### src/rtl/cpu_pkg.sv
// cpu_pkg: shared encodings for the fetch stage -- redirect source select,
// fetch FSM states and the sequential PC increment.
package cpu_pkg;

    // Redirect source select driven by ID; PC_SEL_RSV means "no redirect".
    typedef enum logic [1:0] {
        PC_SEL_BRA = 2'd0,
        PC_SEL_JAL = 2'd1,
        PC_SEL_JAR = 2'd2,
        PC_SEL_RSV = 2'd3
    } pc_sel_e;

    // Fetch FSM states.
    typedef enum logic [1:0] {
        IDLE = 2'd0,
        REQ  = 2'd1,
        WAIT = 2'd2,
        HOLD = 2'd3
    } if_state_e;

    // Sequential fetch step in bytes.
    localparam int unsigned PC_INC = 4;

endpackage

### src/rtl/pc_next_sel.sv
// pc_next_sel: next fetch address. Priority: trap, then redirect (target
// selected by pc_sel, low two bits cleared), then sequential +4 (wrapping),
// otherwise hold. pc_sel == PC_SEL_RSV never counts as a redirect.
module pc_next_sel
    import cpu_pkg::*;
#(
    parameter int                    ADDR_WIDTH  = 64,
    parameter logic [ADDR_WIDTH-1:0] TRAP_VECTOR = 'h100
) (
    input  logic [ADDR_WIDTH-1:0] fetch_pc,
    input  logic                  advance,
    input  logic                  redirect,
    input  logic [1:0]            pc_sel,
    input  logic [ADDR_WIDTH-1:0] bra_addr,
    input  logic [ADDR_WIDTH-1:0] jal_addr,
    input  logic [ADDR_WIDTH-1:0] jar_addr,
    input  logic                  trap,
    output logic [ADDR_WIDTH-1:0] next_pc,
    output logic                  redirect_taken
);

    localparam logic [ADDR_WIDTH-1:0] ALIGN_MASK = ~(ADDR_WIDTH'(3));

    logic [ADDR_WIDTH-1:0] target;

    // Pick the redirect target and decide the next fetch address.
    always_comb begin
        target         = '0;
        redirect_taken = trap | (redirect & (pc_sel != PC_SEL_RSV));
        case (pc_sel_e'(pc_sel))
            PC_SEL_BRA: target = bra_addr;
            PC_SEL_JAL: target = jal_addr;
            PC_SEL_JAR: target = jar_addr;
            default:    target = fetch_pc;
        endcase
        if (trap) begin
            target = TRAP_VECTOR;
        end
        next_pc = fetch_pc;
        if (redirect_taken) begin
            next_pc = target & ALIGN_MASK;
        end else if (advance) begin
            next_pc = fetch_pc + ADDR_WIDTH'(PC_INC);
        end
    end

endmodule

### src/rtl/stage_if.sv
// stage_if: instruction fetch stage. One request outstanding at most.
// Optional trap support is enabled with the STAGE_IF_TRAP_EN macro: the
// interrupt input then redirects to TRAP_VECTOR and records epc.
//
// Handshake: imem_req_valid rises in REQ and, with imem_req_addr, holds
// until imem_req_ready is seen high at a rising edge (a redirect in REQ may
// retarget a not-yet-accepted request). The memory returns exactly one
// imem_rsp_valid pulse per accepted request; responses seen outside WAIT
// are ignored. inst_valid towards ID is consumed on any edge with stall=0.
module stage_if
    import cpu_pkg::*;
#(
    parameter int                    ADDR_WIDTH  = 64,
    parameter int                    INST_WIDTH  = 32,
    parameter logic [ADDR_WIDTH-1:0] RESET_PC    = '0,
    parameter logic [ADDR_WIDTH-1:0] TRAP_VECTOR = 'h100
) (
    input  logic                  clk,
    input  logic                  reset,
    input  logic                  stall,
    input  logic                  redirect,
    input  logic [1:0]            pc_sel,
    input  logic [ADDR_WIDTH-1:0] bra_addr,
    input  logic [ADDR_WIDTH-1:0] jal_addr,
    input  logic [ADDR_WIDTH-1:0] jar_addr,
    input  logic                  interrupt,
    output logic                  imem_req_valid,
    input  logic                  imem_req_ready,
    output logic [ADDR_WIDTH-1:0] imem_req_addr,
    input  logic                  imem_rsp_valid,
    input  logic [INST_WIDTH-1:0] imem_rsp_data,
    output logic                  inst_valid,
    output logic [INST_WIDTH-1:0] inst_word,
    output logic [ADDR_WIDTH-1:0] pc,
    output logic [ADDR_WIDTH-1:0] pc4,
    output logic [ADDR_WIDTH-1:0] epc
);

    // FSM state is kept in state_q for probing.
    if_state_e             state_q, state_d;
    logic                  kill_q, kill_d;
    logic [ADDR_WIDTH-1:0] fetch_pc_q, next_pc;
    logic                  advance, capture, redirect_taken, trap;

`ifdef STAGE_IF_TRAP_EN
    assign trap = interrupt;
`else
    logic unused_interrupt;
    assign unused_interrupt = interrupt;
    assign trap             = 1'b0;
`endif

    pc_next_sel #(
        .ADDR_WIDTH  (ADDR_WIDTH),
        .TRAP_VECTOR (TRAP_VECTOR)
    ) u_pc_next_sel (
        .fetch_pc       (fetch_pc_q),
        .advance        (advance),
        .redirect       (redirect),
        .pc_sel         (pc_sel),
        .bra_addr       (bra_addr),
        .jal_addr       (jal_addr),
        .jar_addr       (jar_addr),
        .trap           (trap),
        .next_pc        (next_pc),
        .redirect_taken (redirect_taken)
    );

    assign imem_req_valid = (state_q == REQ);
    assign imem_req_addr  = fetch_pc_q;

    // Next-state logic; a redirect overrides stall and kills any response
    // still owed to the old path.
    always_comb begin
        state_d = state_q;
        kill_d  = kill_q;
        advance = 1'b0;
        capture = 1'b0;
        case (state_q)
            IDLE: state_d = REQ;
            REQ: begin
                if (imem_req_ready) begin
                    state_d = WAIT;
                    kill_d  = redirect_taken;
                end
            end
            WAIT: begin
                if (imem_rsp_valid) begin
                    kill_d = 1'b0;
                    if (kill_q || redirect_taken) begin
                        state_d = REQ;
                    end else begin
                        capture = 1'b1;
                        advance = 1'b1;
                        state_d = stall ? HOLD : REQ;
                    end
                end else if (redirect_taken) begin
                    kill_d = 1'b1;
                end
            end
            HOLD: begin
                if (redirect_taken || !stall) begin
                    state_d = REQ;
                end
            end
            default: state_d = IDLE;
        endcase
    end

    // FSM, kill flag and fetch address registers.
    always_ff @(posedge clk or negedge reset) begin
        if (!reset) begin
            state_q    <= IDLE;
            kill_q     <= 1'b0;
            fetch_pc_q <= RESET_PC;
        end else begin
            state_q    <= state_d;
            kill_q     <= kill_d;
            fetch_pc_q <= next_pc;
        end
    end

    // Instruction output register towards ID.
    always_ff @(posedge clk or negedge reset) begin
        if (!reset) begin
            inst_valid <= 1'b0;
            inst_word  <= '0;
            pc         <= '0;
            pc4        <= '0;
        end else if (capture) begin
            inst_valid <= 1'b1;
            inst_word  <= imem_rsp_data;
            pc         <= fetch_pc_q;
            pc4        <= fetch_pc_q + ADDR_WIDTH'(PC_INC);
        end else if (redirect_taken || !stall) begin
            inst_valid <= 1'b0;
        end
    end

`ifdef STAGE_IF_TRAP_EN
    // Record the fetch address abandoned by a trap.
    always_ff @(posedge clk or negedge reset) begin
        if (!reset) begin
            epc <= '0;
        end else if (trap) begin
            epc <= fetch_pc_q;
        end
    end
`else
    assign epc = '0;
`endif

endmodule

### config.mk
export PLATFORM = sky130hd
export DESIGN_NAME = stage_if
export DESIGN_NICKNAME = d
export VERILOG_FILES = /design/src/rtl/cpu_pkg.sv /design/src/rtl/pc_next_sel.sv /design/src/rtl/stage_if.sv
export SDC_FILE = /design/constraint.sdc
export NUM_CORES = 1
export LEC_CHECK = 0
export BUFFER_PORTS_ARGS = -buffer_cell sky130_fd_sc_hd__buf_4
export CELL_PAD_IN_SITES_DETAIL_PLACEMENT = 0
export CELL_PAD_IN_SITES_GLOBAL_PLACEMENT = 2
export CORE_MARGIN = 8
export CORE_UTILIZATION = 29
export CTS_CLUSTER_SIZE = 16
export DETAILED_ROUTE_END_ITERATION = 8
export MAX_ROUTING_LAYER = met4
export PLACE_DENSITY = 0.89
export SYNTH_ARGS = -nofsm -noshare
export SYNTH_HDL_FRONTEND = slang
export SYNTH_SLANG_ARGS = --single-unit
### constraint.sdc
create_clock -name clk -period 4.2 [get_ports clk]
set_input_delay 0.42 -clock clk [delete_from_list [all_inputs] [get_ports clk]]
set_output_delay 0.42 -clock clk [all_outputs]
set_load 0.01 [all_outputs]
==> flow_summary.json, run 1 <==
{
  "row_count": 77,
  "fin_util_pct": 39.6,
  "fin_tns_setup_ns": 0,
  "setup_violations": 0,
  "cp.buffers_inverters": 0,
  "path_cells": "ha_1, nand3_2, or4_1, nor4_1, mux2i_1, nand2_1",
  "die_h_um": 228,
  "startpoint_type": "flop",
  "max_stage_delay_ns": 0.92,
  "rsz0062_at_grt": "no",
  "met2_length_um": 26900,
  "synth_largest_area_cell": "dfrtp_1",
  "final_cell_area_sq_um": 17500,
  "ioPinCount": 523,
  "final_hold_viol_count": 0,
  "maxSlewHeadroom_pct": 36.7,
  "power_leakage_uw": 0.00832,
  "dp_hpwl_um": 41600,
  "highest_layer": "met4",
  "outcome": "finished clean",
  "gp_congestion": 0.877,
  "dr.pass1.iters": 5,
  "place_area_sq_um": 16500,
  "numCtsBuffers": 28,
  "finalWirelength_um": 55400,
  "die_area_sq_um": 51800,
  "clockBufferDepth": 3,
  "layout_commonest_cell": "buf_4",
  "synth_cell_types": 71,
  "syn_inst": 1546,
  "synthTopCellsByArea": "dfrtp_1 43%, nand2_1 13%, mux2_2 4.4%",
  "initial_core_util_pct": 29.4,
  "cts_sinks": 222,
  "multi_input_area_sq_um": 6570,
  "finalClockSkew_ns": 0.0255,
  "min_period_ns": 3.27,
  "fillers": 4548,
  "synthesis.area_sq_um": 13000,
  "clk_latency_ns": 0.57,
  "worstMarginPinSlew_ns": 0.941,
  "finalNetCount": 2163,
  "crit_type": "flop to flop",
  "yosysTopAreaCellShare_pct": 42.8,
  "route.vias.total": 12700,
  "ys_seq_area_share_pct": 42.8,
  "drc": 0,
  "port_buffers": 445,
  "hold_class": "input pin to flop",
  "ant_nets": 0,
  "cp.arrival_ns": 3.72,
  "route.met3.wl_um": 3830,
  "pwr_density_cell_nw_per_um2": 556,
  "core_sq_um": 44200,
  "ys_async_sr_fraction_pct": 100,
  "drtIter0Drc": 847,
  "syn_to_final_growth_pct": 34.8,
  "path_clk_slew_ns": 0.06,
  "cp.required_ns": 4.65,
  "synth-seq-cells": 222,
  "yosysWarningCount": 0,
  "end_kind": "flop",
  "synthFlopType": "dfrtp_1",
  "critPathSlowestCell": "or4_1",
  "path_max_fanout": 16,
  "dieWidth_um": 228,
  "grt_pass1_vias": 12900,
  "cts.htree.levels": 1,
  "grt_use_total_pct": 20.9,
  "post-cts-setup-buffer-count": 0,
  "maxCapViolCount": 0,
  "peakVddDrop_mv": 0.287,
  "grt_antenna_before_repair": 2,
  "synth_edf_count": 0,
  "seq_area_sq_um": 5560,
  "avgViaCountPerCell": 5.00,
  "period_share_pct": 77.8,
  "gr-total-overflow": 0,
  "max_clock_freq_mhz": 306,
  "drive_gt1_share_pct": 30.9,
  "crit_family": "simple AND/OR/NAND/NOR gates",
  "avgSynthCellArea_sq_um": 8.40,
  "cts_tree": "yes",
  "layout_common_cells": "471 x buf_4, 435 x nand2_1, 222 x dfrtp_1",
  "grt_pass1_wl_um": 80600,
  "wl_per_cell_um": 21.8,
  "final_max_slew_viol_count": 0,
  "drt-met1-wl_um": 23400,
  "grt_max_degree": 97,
  "cts-root-buf": "clkbuf_16"
}
what timing repair did:
action / 4_1_cts / 5_1_grt
endpoints found under the hold margin: 81 / 0
hold buffers: 1 / 0
gates resized for setup: 0 / 0
layer usage:
metal / track usage, % / vias to the layer above
met1: 26.4 / 6133
met4: 5.77 / 0
met5: - / -
met3: 3.75 / 60
li1: - / 6003
met2: 34.2 / 489
cell type report:
cell class	instances	area share (%)
Multi-Input combinational cell	1186	37.5
Sequential cell	222	31.7
Timing Repair Buffer	477	20.8
Clock buffer	38	4.67
Tap cell	592	4.23
Clock inverter	10	0.815
Inverter	10	0.214
Antenna cell	2	0.0286
synth_stat cells (11+ instances only):
master	number
nor3_1	18
and2_1	13
o22ai_1	51
or3_1	11
xnor2_1	29
nand2_1	436
xor2_1	13
o21ai_0	94
a22oi_1	18
nor4_1	33
nor2_1	50
nand4_1	39
o211ai_1	24
nand3_1	57
mux2_2	51
clkbuf_1	89
a21oi_1	36
buf_4	72
mux2i_1	22
dfrtp_1	222
buf_1	12
cells by family after synthesis:
logic type                 after synthesis  share of synthesized area, %
and+or+nand+nor                        724                          25.9
AOI/OAI and AO/OA                      272                          12.9
DFF                                    222                          42.8
buffers and inverters                  207                          8.96
muxes                                   73                          6.12
xor gates and xnor gates                42                          2.83
adders and majority gates                5                         0.482
other                                    1                        0.0289
sequential cells by signal, indices dropped and copies added (netlist names):
name / count
imem_req_addr: 62
pc4: 62
pc: 62
inst_word: 32
state_q: 2
inst_valid: 1
kill_q: 1
report_power, final:
group / leakage, uW / switching, uW / internal, uW / total [uW]
sequential: 0.00263 / 624 / 2910 / 3540
combinational: 0.00521 / 1970 / 1700 / 3670
clock: 0.000474 / 987 / 1540 / 2530
total: 0.00832 / 3580 / 6150 / 9730
path summary, 6_finish.rpt:
path                                        start           endpoint  slack (ns)  cells after the start
worst max register to register   imem_req_addr[2]  imem_req_addr[52]        0.93                      6
worst max-delay path             imem_req_addr[2]  imem_req_addr[52]        0.93                      6
max in group asynchronous                   reset              pc[4]        2.60                      3
worst min register to register             pc[59]             pc[59]        0.47                      2
min in group asynchronous                   reset             pc[30]        0.44                      2
worst min-delay path            imem_rsp_data[30]      inst_word[30]        0.04                      3
stage by stage:
| stage | setup slack (ns) | hold WS [ns] | total power (uW) | std cells |
|---|---|---|---|---|
| finish | 0.933 | 0.0432 | 9730 | 2537 |
| global route | 0.806 | 0.0266 | 10400 | 2537 |
| CTS | 0.978 | 0.00705 | 9890 | 2535 |
| detailed placement | 0.953 | 0.463 | 7310 | 2486 |
| global placement | 0.978 | 0.459 | 7240 | 2486 |
| floorplan | 1.61 | 0.124 | 5200 | 1615 |
worst min-delay path, delay by kind of cell:
kind,cells,cell delay [ns]
buf+inv,1,0.08
simple gates,2,0.08
Note: power is estimated with default switching activity, not from simulation.
==> run 2: changes to the inputs <==
--- a/config.mk
+++ b/config.mk
@@ -9,11 +9,11 @@
 export CELL_PAD_IN_SITES_DETAIL_PLACEMENT = 0
 export CELL_PAD_IN_SITES_GLOBAL_PLACEMENT = 2
 export CORE_MARGIN = 8
-export CORE_UTILIZATION = 29
+export CORE_UTILIZATION = 25
 export CTS_CLUSTER_SIZE = 16
 export DETAILED_ROUTE_END_ITERATION = 8
 export MAX_ROUTING_LAYER = met4
-export PLACE_DENSITY = 0.89
+export PLACE_DENSITY = 0.82
 export SYNTH_ARGS = -nofsm -noshare
 export SYNTH_HDL_FRONTEND = slang
 export SYNTH_SLANG_ARGS = --single-unit
==> constraint.sdc (replaced) <==
create_clock -name clk -period 2.6 [get_ports clk]
set_input_delay 0.26 -clock clk [delete_from_list [all_inputs] [get_ports clk]]
set_output_delay 0.26 -clock clk [all_outputs]
set_load 0.01 [all_outputs]
==> flow_summary.json, run 2 (synthesis gave the netlist of run 1 again) <==
{
  "worstMarginPinSlew_ns": 0.820,
  "finalNetCount": 2278,
  "final_max_slew_viol_count": 0,
  "startpoint_type": "flop",
  "diodes": 0,
  "die_h_um": 244,
  "cts.htree.levels": 1,
  "grt_antenna_before_repair": 0,
  "grt_pass1_vias": 13600,
  "drc": 0,
  "grt_use_total_pct": 19.4,
  "dr.pass1.iters": 7,
  "power_leakage_uw": 0.00884,
  "final_hold_viol_count": 0,
  "dieWidth_um": 244,
  "hold_class": "input pin to flop",
  "path_max_fanout": 5,
  "seq_power_share_pct": 34.7,
  "power_switching_uw": 6000,
  "finalWirelength_um": 59500,
  "dp_hpwl_um": 45600,
  "drive_gt1_share_pct": 33.3,
  "wl_per_cell_um": 21.7,
  "die_area_sq_um": 59500,
  "power_uw": 16000,
  "combPwrFrac_pct": 41.0,
  "ant_nets": 0,
  "p_int_uw": 10000,
  "path_clk_slew_ns": 0.06,
  "min_period_ns": 2.48,
  "layout_common_cells": "546 x buf_4, 435 x nand2_1, 220 x dfrtp_1",
  "switching_share_pct": 37.5,
  "gr-total-overflow": 0,
  "maxCapViolCount": 0,
  "cp.arrival_ns": 2.94,
  "row_count": 83,
  "max_clock_freq_mhz": 403,
  "route.vias.total": 13300,
  "rsz0062_at_grt": "no",
  "grt_pass1_wl_um": 87800,
  "setup_violations": 0,
  "layout_commonest_cell": "buf_4",
  "peakVddDrop_mv": 0.435,
  "clk_latency_ns": 0.56,
  "finalClockSkew_ns": 0.0172,
  "ff2ff_setup_slack_ns": 0.12,
  "place_ws_ns": -0.161,
  "cts_sinks": 222,
  "port_buffers": 445,
  "cp.required_ns": 3.06,
  "period_share_pct": 95.4,
  "clockBufferDepth": 3,
  "gp_congestion": 0.823,
  "maxSlewHeadroom_pct": 45.3,
  "avgViaCountPerCell": 4.87,
  "pwr_density_cell_nw_per_um2": 859,
  "end_kind": "flop",
  "numCtsBuffers": 28,
  "core_sq_um": 51300,
  "drtIter0Drc": 903,
  "syn_to_final_growth_pct": 43.5,
  "cts-root-buf": "clkbuf_16",
  "crit_type": "flop to flop",
  "cts_tree": "yes",
  "p_clk_share_pct": 24.2,
  "ioPinCount": 523,
  "setup_ws_ns": 0.119,
  "initial_core_util_pct": 25.3,
  "grt_max_degree": 79,
  "outcome": "finished clean"
}
==> run 2: changes by cell type in the layout (fill, tap and decap cells not counted), moves of 3 or more <==
| cell | previous run | this run |
|---|---|---|
| clkbuf_8 | 8 | 5 |
| buf_4 | 471 | 546 |
| buf_12 | 4 | 10 |
| clkbuf_1 | 2 | 8 |
| dlygate4sd3_1 | 1 | 35 |
| nor4_1 | 32 | 29 |
==> run 2: what timing repair did <==
item / 4_1_cts / 5_1_grt
gates cloned: 0 / 0
gates resized for setup: 4 / 5
endpoints found under the hold margin: 109 / 0
setup buffers: 0 / 0
hold buffers: 35 / 0
setup endpoints to repair: 6 / 9
==> run 2: power groups by stage <==
stage	Sequential, uW	Clock [uW]	Combinational, uW
2_1_floorplan	6040	0	2370
3_3_place_gp	5540	0	6570
3_5_place_dp	5600	0	6620
4_1_cts	5560	3990	6690
5_1_grt	5720	4120	7160
6_report	5560	3880	6560
==> run 2: cell type report <==
cell class | instances | area [sq um]
clock buffer | 42 | 825
multi-input combinational | 1186 | 6620
tap | 680 | 851
inverter | 10 | 37.5
timing repair buffer | 592 | 4660
fill | 5348 | 32700
sequential | 222 | 5560
clock inverter | 9 | 78.8
==> run 2: routing by layer <==
metal	track usage, %	wire length, um	up-vias	share of wire (%)
li1	-	-	6223	-
met1	23.5	24600	6552	41
met2	31.6	28500	493	48
met3	5.23	4630	72	7.8
met4	5.64	1670	0	2.8
met5	-	0	-	0
==> run 2: worst paths after layout <==
check	start	to	cells after the start
min	imem_req_ready	kill_q	4
max in group asynchronous	reset	pc[3]	3
max	imem_req_addr[2]	imem_req_addr[33]	5
min reg2reg	inst_word[31]	inst_word[31]	2
max reg2reg	imem_req_addr[2]	imem_req_addr[33]	5
min in group asynchronous	reset	pc[26]	2
==> run 2: worst max-delay path, stage by stage, from the launching register on <==
cell and delay, ns:
dfrtp_2 0.42, nand4_2 0.22, or4_4 0.55, or4_4 0.51, or4_1 0.48, a32oi_1 0.21
==> run 2: through the flow <==
stage / utilization, % / cells / instance area (sq um) / TNS [ns] / hold WS, ns
global route: 36.3 / 2741 / 18600 / 0 / 0.0387
CTS: 36.3 / 2741 / 18600 / 0 / 0.00463
finish: 36.3 / 2741 / 18600 / 0 / 0.0332
global placement: 33.8 / 2655 / 17300 / -0.246 / 0.313
floorplan: - / 1615 / 13200 / 0 / -0.0356
detailed placement: 33.8 / 2655 / 17300 / -0.353 / 0.314
